**src/rtl/button_debounce.sv**
```systemverilog
// button_debounce: conditions a raw, bouncing push-button into a clean level
// with press/release strobes, a long-press flag and a wrapping press counter.
//
// Ports:
//   clk           system clock, rising-edge active
//   rst           asynchronous active-low reset
//   btn_raw       raw pad input (1 = pressed), asynchronous, may bounce
//   btn_level     debounced level (1 = pressed)
//   press_pulse   one-cycle strobe on an accepted press
//   release_pulse one-cycle strobe on an accepted release
//   long_press    high once an accepted press has lasted LONG_CYCLES
//   press_count   accepted presses, modulo 256
module button_debounce #(
    parameter int unsigned DEBOUNCE_CYCLES = 500000,
    parameter int unsigned LONG_CYCLES     = 50000000,
    parameter int unsigned CNT_W           = 26
) (
    input  logic       clk,
    input  logic       rst,
    input  logic       btn_raw,
    output logic       btn_level,
    output logic       press_pulse,
    output logic       release_pulse,
    output logic       long_press,
    output logic [7:0] press_count
);

    localparam logic [1:0] RELEASED    = 2'd0;
    localparam logic [1:0] PRESS_CHK   = 2'd1;
    localparam logic [1:0] PRESSED     = 2'd2;
    localparam logic [1:0] RELEASE_CHK = 2'd3;

    localparam logic [CNT_W-1:0] DEB_T  = CNT_W'(DEBOUNCE_CYCLES);
    localparam logic [CNT_W-1:0] LONG_T = CNT_W'(LONG_CYCLES);
    localparam logic [CNT_W-1:0] ONE_T  = CNT_W'(1);

    logic             s1, s2;
    logic [1:0]       state_q, state_d;
    logic [CNT_W-1:0] timer_q, timer_d;
    logic             level_d, press_d, release_d, long_d;
    logic [7:0]       count_d;

    // Two-flop synchronizer for the asynchronous pad input
    always_ff @(posedge clk or negedge rst) begin
        if (!rst) begin
            s1 <= 1'b0;
            s2 <= 1'b0;
        end else begin
            s1 <= btn_raw;
            s2 <= s1;
        end
    end

    // State, timer and registered outputs
    always_ff @(posedge clk or negedge rst) begin
        if (!rst) begin
            state_q       <= RELEASED;
            timer_q       <= '0;
            btn_level     <= 1'b0;
            press_pulse   <= 1'b0;
            release_pulse <= 1'b0;
            long_press    <= 1'b0;
            press_count   <= 8'd0;
        end else begin
            state_q       <= state_d;
            timer_q       <= timer_d;
            btn_level     <= level_d;
            press_pulse   <= press_d;
            release_pulse <= release_d;
            long_press    <= long_d;
            press_count   <= count_d;
        end
    end

    // Next-state and next-output logic
    always_comb begin
        state_d   = state_q;
        timer_d   = timer_q;
        level_d   = btn_level;
        press_d   = 1'b0;
        release_d = 1'b0;
        long_d    = long_press;
        count_d   = press_count;

        unique case (state_q)
            RELEASED: begin
                timer_d = '0;
                if (s2) begin
                    state_d = PRESS_CHK;
                    timer_d = ONE_T;
                end
            end
            PRESS_CHK: begin
                if (!s2) begin
                    state_d = RELEASED;
                    timer_d = '0;
                end else if (timer_q == DEB_T) begin
                    state_d = PRESSED;
                    timer_d = '0;
                    level_d = 1'b1;
                    press_d = 1'b1;
                    count_d = press_count + 8'd1;
                end else begin
                    timer_d = timer_q + ONE_T;
                end
            end
            PRESSED: begin
                // Flag is registered from the saturated timer, so it lands one
                // edge after the timer reaches LONG_CYCLES.
                if (timer_q == LONG_T) begin
                    long_d = 1'b1;
                end
                if (!s2) begin
                    state_d = RELEASE_CHK;
                    timer_d = ONE_T;
                end else if (timer_q != LONG_T) begin
                    timer_d = timer_q + ONE_T;
                end
            end
            RELEASE_CHK: begin
                if (s2) begin
                    state_d = PRESSED;
                    timer_d = '0;
                end else if (timer_q == DEB_T) begin
                    state_d   = RELEASED;
                    timer_d   = '0;
                    level_d   = 1'b0;
                    release_d = 1'b1;
                    long_d    = 1'b0;
                end else begin
                    timer_d = timer_q + ONE_T;
                end
            end
            default: begin
                state_d = RELEASED;
                timer_d = '0;
            end
        endcase
    end

endmodule

```
**config.mk**
```make
export PLATFORM = sky130hd
export DESIGN_NAME = button_debounce
export DESIGN_NICKNAME = d
export VERILOG_FILES = /design/src/rtl/button_debounce.sv
export SDC_FILE = /design/constraint.sdc
export NUM_CORES = 1
export LEC_CHECK = 0
export CORE_MARGIN = 2
export CORE_UTILIZATION = 30
export CTS_CLUSTER_SIZE = 14
export DETAILED_ROUTE_END_ITERATION = 10
export SETUP_SLACK_MARGIN = 0.02
export SYNTH_ARGS = -nofsm -noshare
export SYNTH_HDL_FRONTEND = slang
export SYNTH_SLANG_ARGS = --single-unit
```
**constraint.sdc**
```tcl
create_clock -name clk -period 3.43 [get_ports clk]
set_clock_uncertainty 0.15 [all_clocks]
set_input_delay 0.686 -clock clk [delete_from_list [all_inputs] [get_ports clk]]
set_output_delay 0.686 -clock clk [all_outputs]
set_load 0.01 [all_outputs]
```
==> metrics.cfg <==
[status]
status=finished clean

[power]
static-leakage-power_nw=0.979
ir_drop_mv=0.217
power_density_nw_per_um2=377
total_power_mw=0.925

[clocking]
insertion_delay_ns=0.30
clock_path_buffers=2
htreeDepth=2
root_buffer=clkbuf_8
cts_num_sinks=42
cts.clk_slew.worst_paths_ns=0.08
cts_tree=built
numCtsBuffers=5
post_cts_resize_count=0
cts_hold_buf=0
cts_setup_buffers=0

[detailed_routing]
via_per_inst=4.87
vias=1586
remaining_drc_errors=0
routedWlPerCell_um=12.7
drtPass1Iterations=4
drt_wl_total_um=4150
drtIter0Drc=71
ant_nets=0

[floorplanning]
fp.coreArea_um2=6790
die_y_um=87.7
start_util=0.310
rows=30
die_area_um2=7700
ios=15
die_w_um=87.7

[sta]
setup-tns-final_ns=0
tightestPinTransition_ns=0.920
rsz0062_at_grt=no
clock.fmax_mhz=363
slew_headroom=0.387
layout_setup_ws_ns=0.677
hold_viol=0
slew_viol_final=0
setup_viol=0
finalCriticalPeriod_ns=2.75
finalCritPeriodShare=0.803

[logic_synthesis]
synthArstFlopShare=1.00
yosysUniqueCellTypes=37
syn_inst=212
seq_area_frac_synth=0.500
synthesis.area_um2=2100
syn-num-nets=218
synth_ff_type=dfrtp_1
yosys_register_bits=42
yosys_warnings=0
avgSynthCellArea_um2=9.92
synth_edf_count=0

[final_layout]
antenna-diode-count=0
nets=235
area_growth_pct=16.7
final_layout_size_suffix_gt1_frac=0.0739
nFillCells=680
final_util=0.361
design_area_um2=2450

[placement]
portBuffers=14
place_area_um2=2340
place_ws_ns=0.647
gp_congestion=0.845
hpwl_um=2890

[setup_path]
crit_arrival_ns=2.79
cp-end-kind=flip-flop
path_max_fanout=10
start_kind=flip-flop
cp.required_ns=3.47
path_class=flip-flop to flip-flop

[flow_run]
cap_violations=0

[hold_path]
hold_path_class=flip-flop to flip-flop

[grt]
grt_pass1_vias=1607
grt_pass1_wl_um=7560
antenna_found_initial=0
track_usage=0.126
overflow=0
grt_max_degree=43

==> cell type report <==
cell class,instances,area (um2),share of cell area
Clock inverter,2,37.5,0.0153
Timing Repair Buffer,15,143,0.0581
Multi-Input combinational cell,158,1000,0.409
Sequential cell,42,1050,0.428
Clock buffer,6,72.6,0.0296
Inverter,7,26.3,0.0107
Tap cell,96,120,0.0490
==> placed cells by master, fill, tap and decap left out, types with 2 or more instances in the layout <==
cell             instances
nand3_1                 14
clkbuf_8                 5
nor2_1                  36
and4_1                   5
a21oi_1                  4
inv_1                    7
nor4b_1                  2
nor4_1                   7
dfrtp_1                 42
nand2b_1                 2
nand4b_1                 2
o21ai_0                  2
o31a_1                   2
xor2_1                   8
xnor2_1                 22
clkdlybuf4s50_1         13
and3_1                   4
and2_1                   2
and3_2                   2
nor3_1                   5
ha_1                     3
nand2_1                 14
nand4_1                  8
==> worst paths after layout <==
check,cells after the start,startpoint,end,slack [ns]
min in group asynchronous,1,rst,press_count[1],0.37
max reg2reg,6,timer_q[0],press_count[1],0.68
min,0,s1,s2,0.21
min reg2reg,0,s1,s2,0.21
max,6,timer_q[0],press_count[1],0.68
max in group asynchronous,1,rst,timer_q[20],2.18
==> critical path: stages, from the launching register on <==
cell     delay (ns)
dfrtp_1        0.41
inv_1          0.11
ha_1           0.15
or4b_1         0.45
or3_1          0.47
nor4_4         0.52
mux2_2         0.39
==> cell usage after synthesis, types with 2 or more instances <==
| master | instances | area (um2) |
|---|---|---|
| nor3_1 | 5 | 25.0 |
| nand4_1 | 8 | 50.1 |
| clkbuf_1 | 2 | 7.51 |
| and2_1 | 2 | 12.5 |
| nor4_1 | 7 | 43.8 |
| xor2_1 | 8 | 70.1 |
| and3_1 | 4 | 25.0 |
| xnor2_1 | 22 | 193 |
| ha_1 | 3 | 37.5 |
| nor4b_1 | 2 | 17.5 |
| inv_1 | 7 | 26.3 |
| dfrtp_1 | 42 | 1050 |
| a21oi_1 | 4 | 20.0 |
| and4_1 | 5 | 43.8 |
| nor2_1 | 36 | 135 |
| nand2_1 | 14 | 52.6 |
| nand4b_1 | 2 | 17.5 |
| nand3_1 | 14 | 70.1 |
| o21ai_0 | 2 | 10.0 |
| o31a_1 | 2 | 17.5 |
| nand2b_1 | 2 | 12.5 |
| buf_2 | 3 | 15.0 |
| and3_2 | 2 | 15.0 |
==> flip-flops by register name (all words and copies together), names as in the netlist, named ones only <==
| name | count |
|---|---|
| press_count | 8 |
| timer_q | 26 |
| release_pulse | 1 |
| press_pulse | 1 |
| long_press | 1 |
| s1 | 1 |
| state_q | 1 |
| btn_level | 1 |
| s2 | 1 |
==> cells by family after synthesis <==
family / share of synthesized area
adder cells (fa/ha/maj): 0.0178
AO/OA/AOI/OAI: 0.0416
buffers and inverters: 0.0232
multiplexers: 0.0101
AND/OR/NAND/NOR: 0.283
flip-flops: 0.500
XOR/XNOR: 0.125
==> routing by layer <==
metal | track usage | up-vias | share of wire
met3 | 0.0292 | 7 | 0.031
met2 | 0.202 | 31 | 0.47
met1 | 0.168 | 780 | 0.48
li1 | - | 768 | -
met5 | 0 | - | 0
met4 | 0.0420 | 0 | 0.013
==> stage by stage <==
stage | hold WS, ns | std cells
2_1_floorplan | 0.181 | 212
3_3_place_gp | 0.182 | 318
3_5_place_dp | 0.188 | 318
4_1_cts | 0.208 | 326
5_1_grt | 0.218 | 326
6_report | 0.206 | 326
==> report_power, final <==
part           switching [mW]  internal (mW)  leakage, nW
clock                   0.171          0.217       0.0514
sequential            0.00452          0.498        0.578
combinational          0.0249        0.00976        0.350
No activity file was read; power rests on OpenSTA's default activity.
==> edit 1: new RTL, config.mk and constraints unchanged <==
Add an input register stage for `btn_raw`, cleared by the reset; this delays it by one clock.
--- a/src/rtl/button_debounce.sv
+++ b/src/rtl/button_debounce.sv
@@ -36,2 +36,12 @@
 
+    logic btn_raw_q;
+
+    always_ff @(posedge clk or negedge rst) begin
+        if (!rst) begin
+            btn_raw_q <= '0;
+        end else begin
+            btn_raw_q <= btn_raw;
+        end
+    end
+
     logic             s1, s2;
@@ -48,3 +58,3 @@
         end else begin
-            s1 <= btn_raw;
+            s1 <= btn_raw_q;
             s2 <= s1;
Behaviour: same outputs for any inputs over 10 cycles, from zero or initial values and one cycle with rst low; that may be too few to reach the edited logic, so the function may still have changed.
==> edit 1 against the original RTL <==
Synthesized area grew 1.2%; total power is 1.4% lower; setup slack got worse by 0.025 ns; sequential cell count rose by 1; wire length rose by 3.4%; first-iteration DRC count is 58% higher; die area up 1.1%; sequential power rose by 3%; count of clock-buffer cells in the layout rose by 1; core utilization increased by 0.076 points; design area is 0.76% higher.
==> edit 1: results <==
group,metric,value,unit
global_routing,use_met2,18.1,%
global_routing,grt_util_met3,3.45,%
global_routing,grt_max_degree,44,
placed_design,finalWeightedCongestion,0.866,
synthesis,synth-seq-area-share,50.6,%
outcome,status,"finished, final reports clean",
synthesis,ys_top_cells_by_count,"dfrtp_1 (43), nor2_1 (36), xnor2_1 (22)",
detailed_routing,wl_met1,2130,um
worst_setup_path,crit_arrival,2.82,ns
global_routing,grtUsageTotal,12.6,%
timing,worstMarginPinSlew,0.953,ns
pwr,switching_share,22.9,%
detailed_routing,drtIter0Drc,112,
final_layout,finalNonFillerCells,327,
synthesis,syn_area_per_cell,9.99,sq um
placed_design,placed_cells,319,
detailed_routing,wl_met2,1910,um
pwr,leakagePower,0.000990,uW
global_routing,grt_pass1_wl,7590,um
synthesis,synth_nets,219,
detailed_routing,routed_via_density,4.87,
global_routing,grtUsageMet1,17.8,%
detailed_routing,wirelength,4290,um
final_layout,num-fill-cells,715,
worst_setup_path,slowest_delay,0.55,ns
final_layout,fin_nets,236,
placed_design,dpl.hpwl,2930,um
clock_tree,cts_htree_levels,2,
timing,whs,0.203,ns
detailed_routing,wl_met3,170,um
global_routing,first_global_vias,1599,
edit 1: cell types whose count changed after synthesis, sizes merged:
cell and change:
dfrtp +1
edit 1: cell type report:
cell class	instances	area share, %
Clock buffer	7	3.90
Clock inverter	1	0.304
Inverter	7	1.06
Multi-Input combinational cell	158	40.6
Sequential cell	43	43.5
Tap cell	96	4.86
Timing Repair Buffer	15	5.77
edit 1: worst max-delay path by stage:
stage	to	slack, ns	cells after the start
final	press_count[1]$_DFFE_PN0P_	0.65	6
after floorplan	press_count[1]$_DFFE_PN0P_	0.85	7
after detailed placement	press_count[1]$_DFFE_PN0P_	0.65	6
after global routing	press_count[5]$_DFFE_PN0P_	0.46	7
after global placement	press_count[1]$_DFFE_PN0P_	0.72	6
after CTS	press_count[1]$_DFFE_PN0P_	0.63	6
edit 1: logic make-up (layout without fill, tap and decap cells):
kind of cell               count (synthesis)  count (layout)  synth area share, %
muxes                                      2               2                0.999
xor gates and xnor gates                  30              30                 12.3
AOI/OAI and AO/OA                         13              13                 4.12
DFF                                       43              43                 50.6
adders and majority gates                  3               3                 1.76
buffers and inverters                     12              30                 2.29
and+or+nand+nor                          110             110                 27.9
edit 1: power groups by stage:
stage	registers (uW)	logic [uW]	clock network, uW
2_1_floorplan	524	21.9	0
3_3_place_gp	526	35.3	0
3_5_place_dp	526	36.2	0
4_1_cts	516	36.1	373
5_1_grt	517	40.9	397
6_report	516	34.8	362
edit 1: metrics by stage:
| step | instance area, sq um | power [uW] | setup WS, ns |
|---|---|---|---|
| after floorplan | 2130 | 545 | 0.852 |
| after global placement | 2370 | 561 | 0.716 |
| after detailed placement | 2370 | 562 | 0.653 |
| after CTS | 2470 | 925 | 0.634 |
| after global routing | 2470 | 955 | 0.463 |
| final | 2470 | 913 | 0.651 |
==> edit 2: new RTL, same settings <==
Without the edit above. `CNT_W`: 26 -> 22.
--- a/src/rtl/button_debounce.sv
+++ b/src/rtl/button_debounce.sv
@@ -15,3 +15,3 @@
     parameter int unsigned LONG_CYCLES     = 50000000,
-    parameter int unsigned CNT_W           = 26
+    parameter int unsigned CNT_W           = 22
 ) (
Behaviour: same outputs for any inputs over 10 cycles, from zero or initial values and one cycle with rst low; that may be too few to reach the edited logic, so the function may still have changed.
==> edit 2 against the original RTL <==
Synthesized area is 4.3% lower; total power is 13% lower; design area is 5.4% lower; setup slack better by 0.24 ns; synthesized cell count is 6.6% lower; clock power is 17% lower; sequential cell count is 4 lower; wire length is 0.75% lower; sequential share of layout area is 1.9 points lower; largest power group unchanged.
==> edit 2: results <==
group,metric,value,unit
outcome,status,"finished, final reports clean",
worst_setup_path,slowest_delay,0.60,ns
detailed_routing,wirelength,4120,um
placed_design,finalWeightedCongestion,0.794,
synthesis,ys_top_cells_by_count,"dfrtp_1 (38), nand2_1 (14), xor2_1 (13)",
worst_setup_path,timing.rr.start,"timer_q[19]$_DFFE_PN0P_",
synthesis,synth_cell_types,42,
timing,min_period,2.51,ns
synthesis,ys_warn_count,0,
pwr,clockPowerShare,39.8,%
global_routing,use_met2,20.6,%
worst_setup_path,critPathMaxFanout,12,
final_layout,clock_tree_area_fraction,4.09,%
final_layout,drive_above_1_share,10.2,%
global_routing,grtUsageMet1,16.5,%
global_routing,first_global_vias,1566,
clock_tree,clk_latency,0.28,ns
worst_setup_path,cp.buffers_inverters,0,
detailed_routing,wl_met2,1970,um
timing,whs,0.199,ns
final_layout,non_clock_buffer_area_share,6.79,%
floorplanning,tap_cells,77,
detailed_routing,num_vias,1543,
placed_design,post_dp_cell_area,0.00223,sq mm
placed_design,placed_cells,284,
final_layout,fin_nets,220,
synthesis,synth-seq-area-share,47.2,%
synthesis,synthTopCellsByArea,"dfrtp_1 (47%), xor2_1 (5.7%), xnor2_1 (3.0%)",
final_layout,num-fill-cells,623,
global_routing,grtUsageTotal,12.7,%
final_layout,fin_util,36.2,%
final_layout,seq_share,40.9,%
synthesis,netlist_instances,198,
placed_design,dpl.hpwl,2800,um
final_layout,inverters_excl_clock,8,
final_layout,nonClockBufferCount,17,
worst_setup_path,r2r_cells,4,
detailed_routing,wl_met1,1990,um
pwr,leakagePower,0.000897,uW
detailed_routing,routed_via_density,5.28,
pwr,ir_drop,0.000118,V
worst_setup_path,cp_slowest_cell,"or4_4",
detailed_routing,drtIter0Drc,85,
global_routing,grt_max_degree,39,
timing,worstMarginPinSlew,0.868,ns
worst_setup_path,ff2ff_setup_slack,0.92,ns
global_routing,grt_pass1_wl,7480,um
pwr,p_int,622,uW
pwr,p_switching,185,uW
global_routing,grt_util_met3,2.98,%
pwr,powerSeq,457,uW
final_layout,multi_input_area,992,sq um
final_layout,nMultiInputCombCells,144,
worst_setup_path,crit_arrival,2.53,ns
placed_design,preCtsSetupSlack,0.930,ns
final_layout,largestRegisters,"timer_q (22), press_count (8)",
clock_tree,cts.sink_count,38,
[edit 2: logic make-up after synthesis]
family                   synth area share (%)
adder cells (fa/ha/maj)                  1.86
flip-flops                               47.2
multiplexers                             1.12
AND/OR/NAND/NOR                          26.1
AO/OA/AOI/OAI                            11.5
buffers and inverters                    3.48
XOR/XNOR                                 8.70
[edit 2: worst max-delay path by stage]
stage / start / end / cells after the start
final: timer_q[19]$_DFFE_PN0P_ / press_count[1]$_DFFE_PN0P_ / 4
after global routing: timer_q[0]$_DFFE_PN0P_ / press_count[1]$_DFFE_PN0P_ / 7
after detailed placement: timer_q[19]$_DFFE_PN0P_ / timer_q[1]$_DFFE_PN0P_ / 5
after global placement: timer_q[19]$_DFFE_PN0P_ / press_count[1]$_DFFE_PN0P_ / 4
after CTS: timer_q[19]$_DFFE_PN0P_ / press_count[1]$_DFFE_PN0P_ / 4
after floorplan: timer_q[0]$_DFFE_PN0P_ / flop / 7
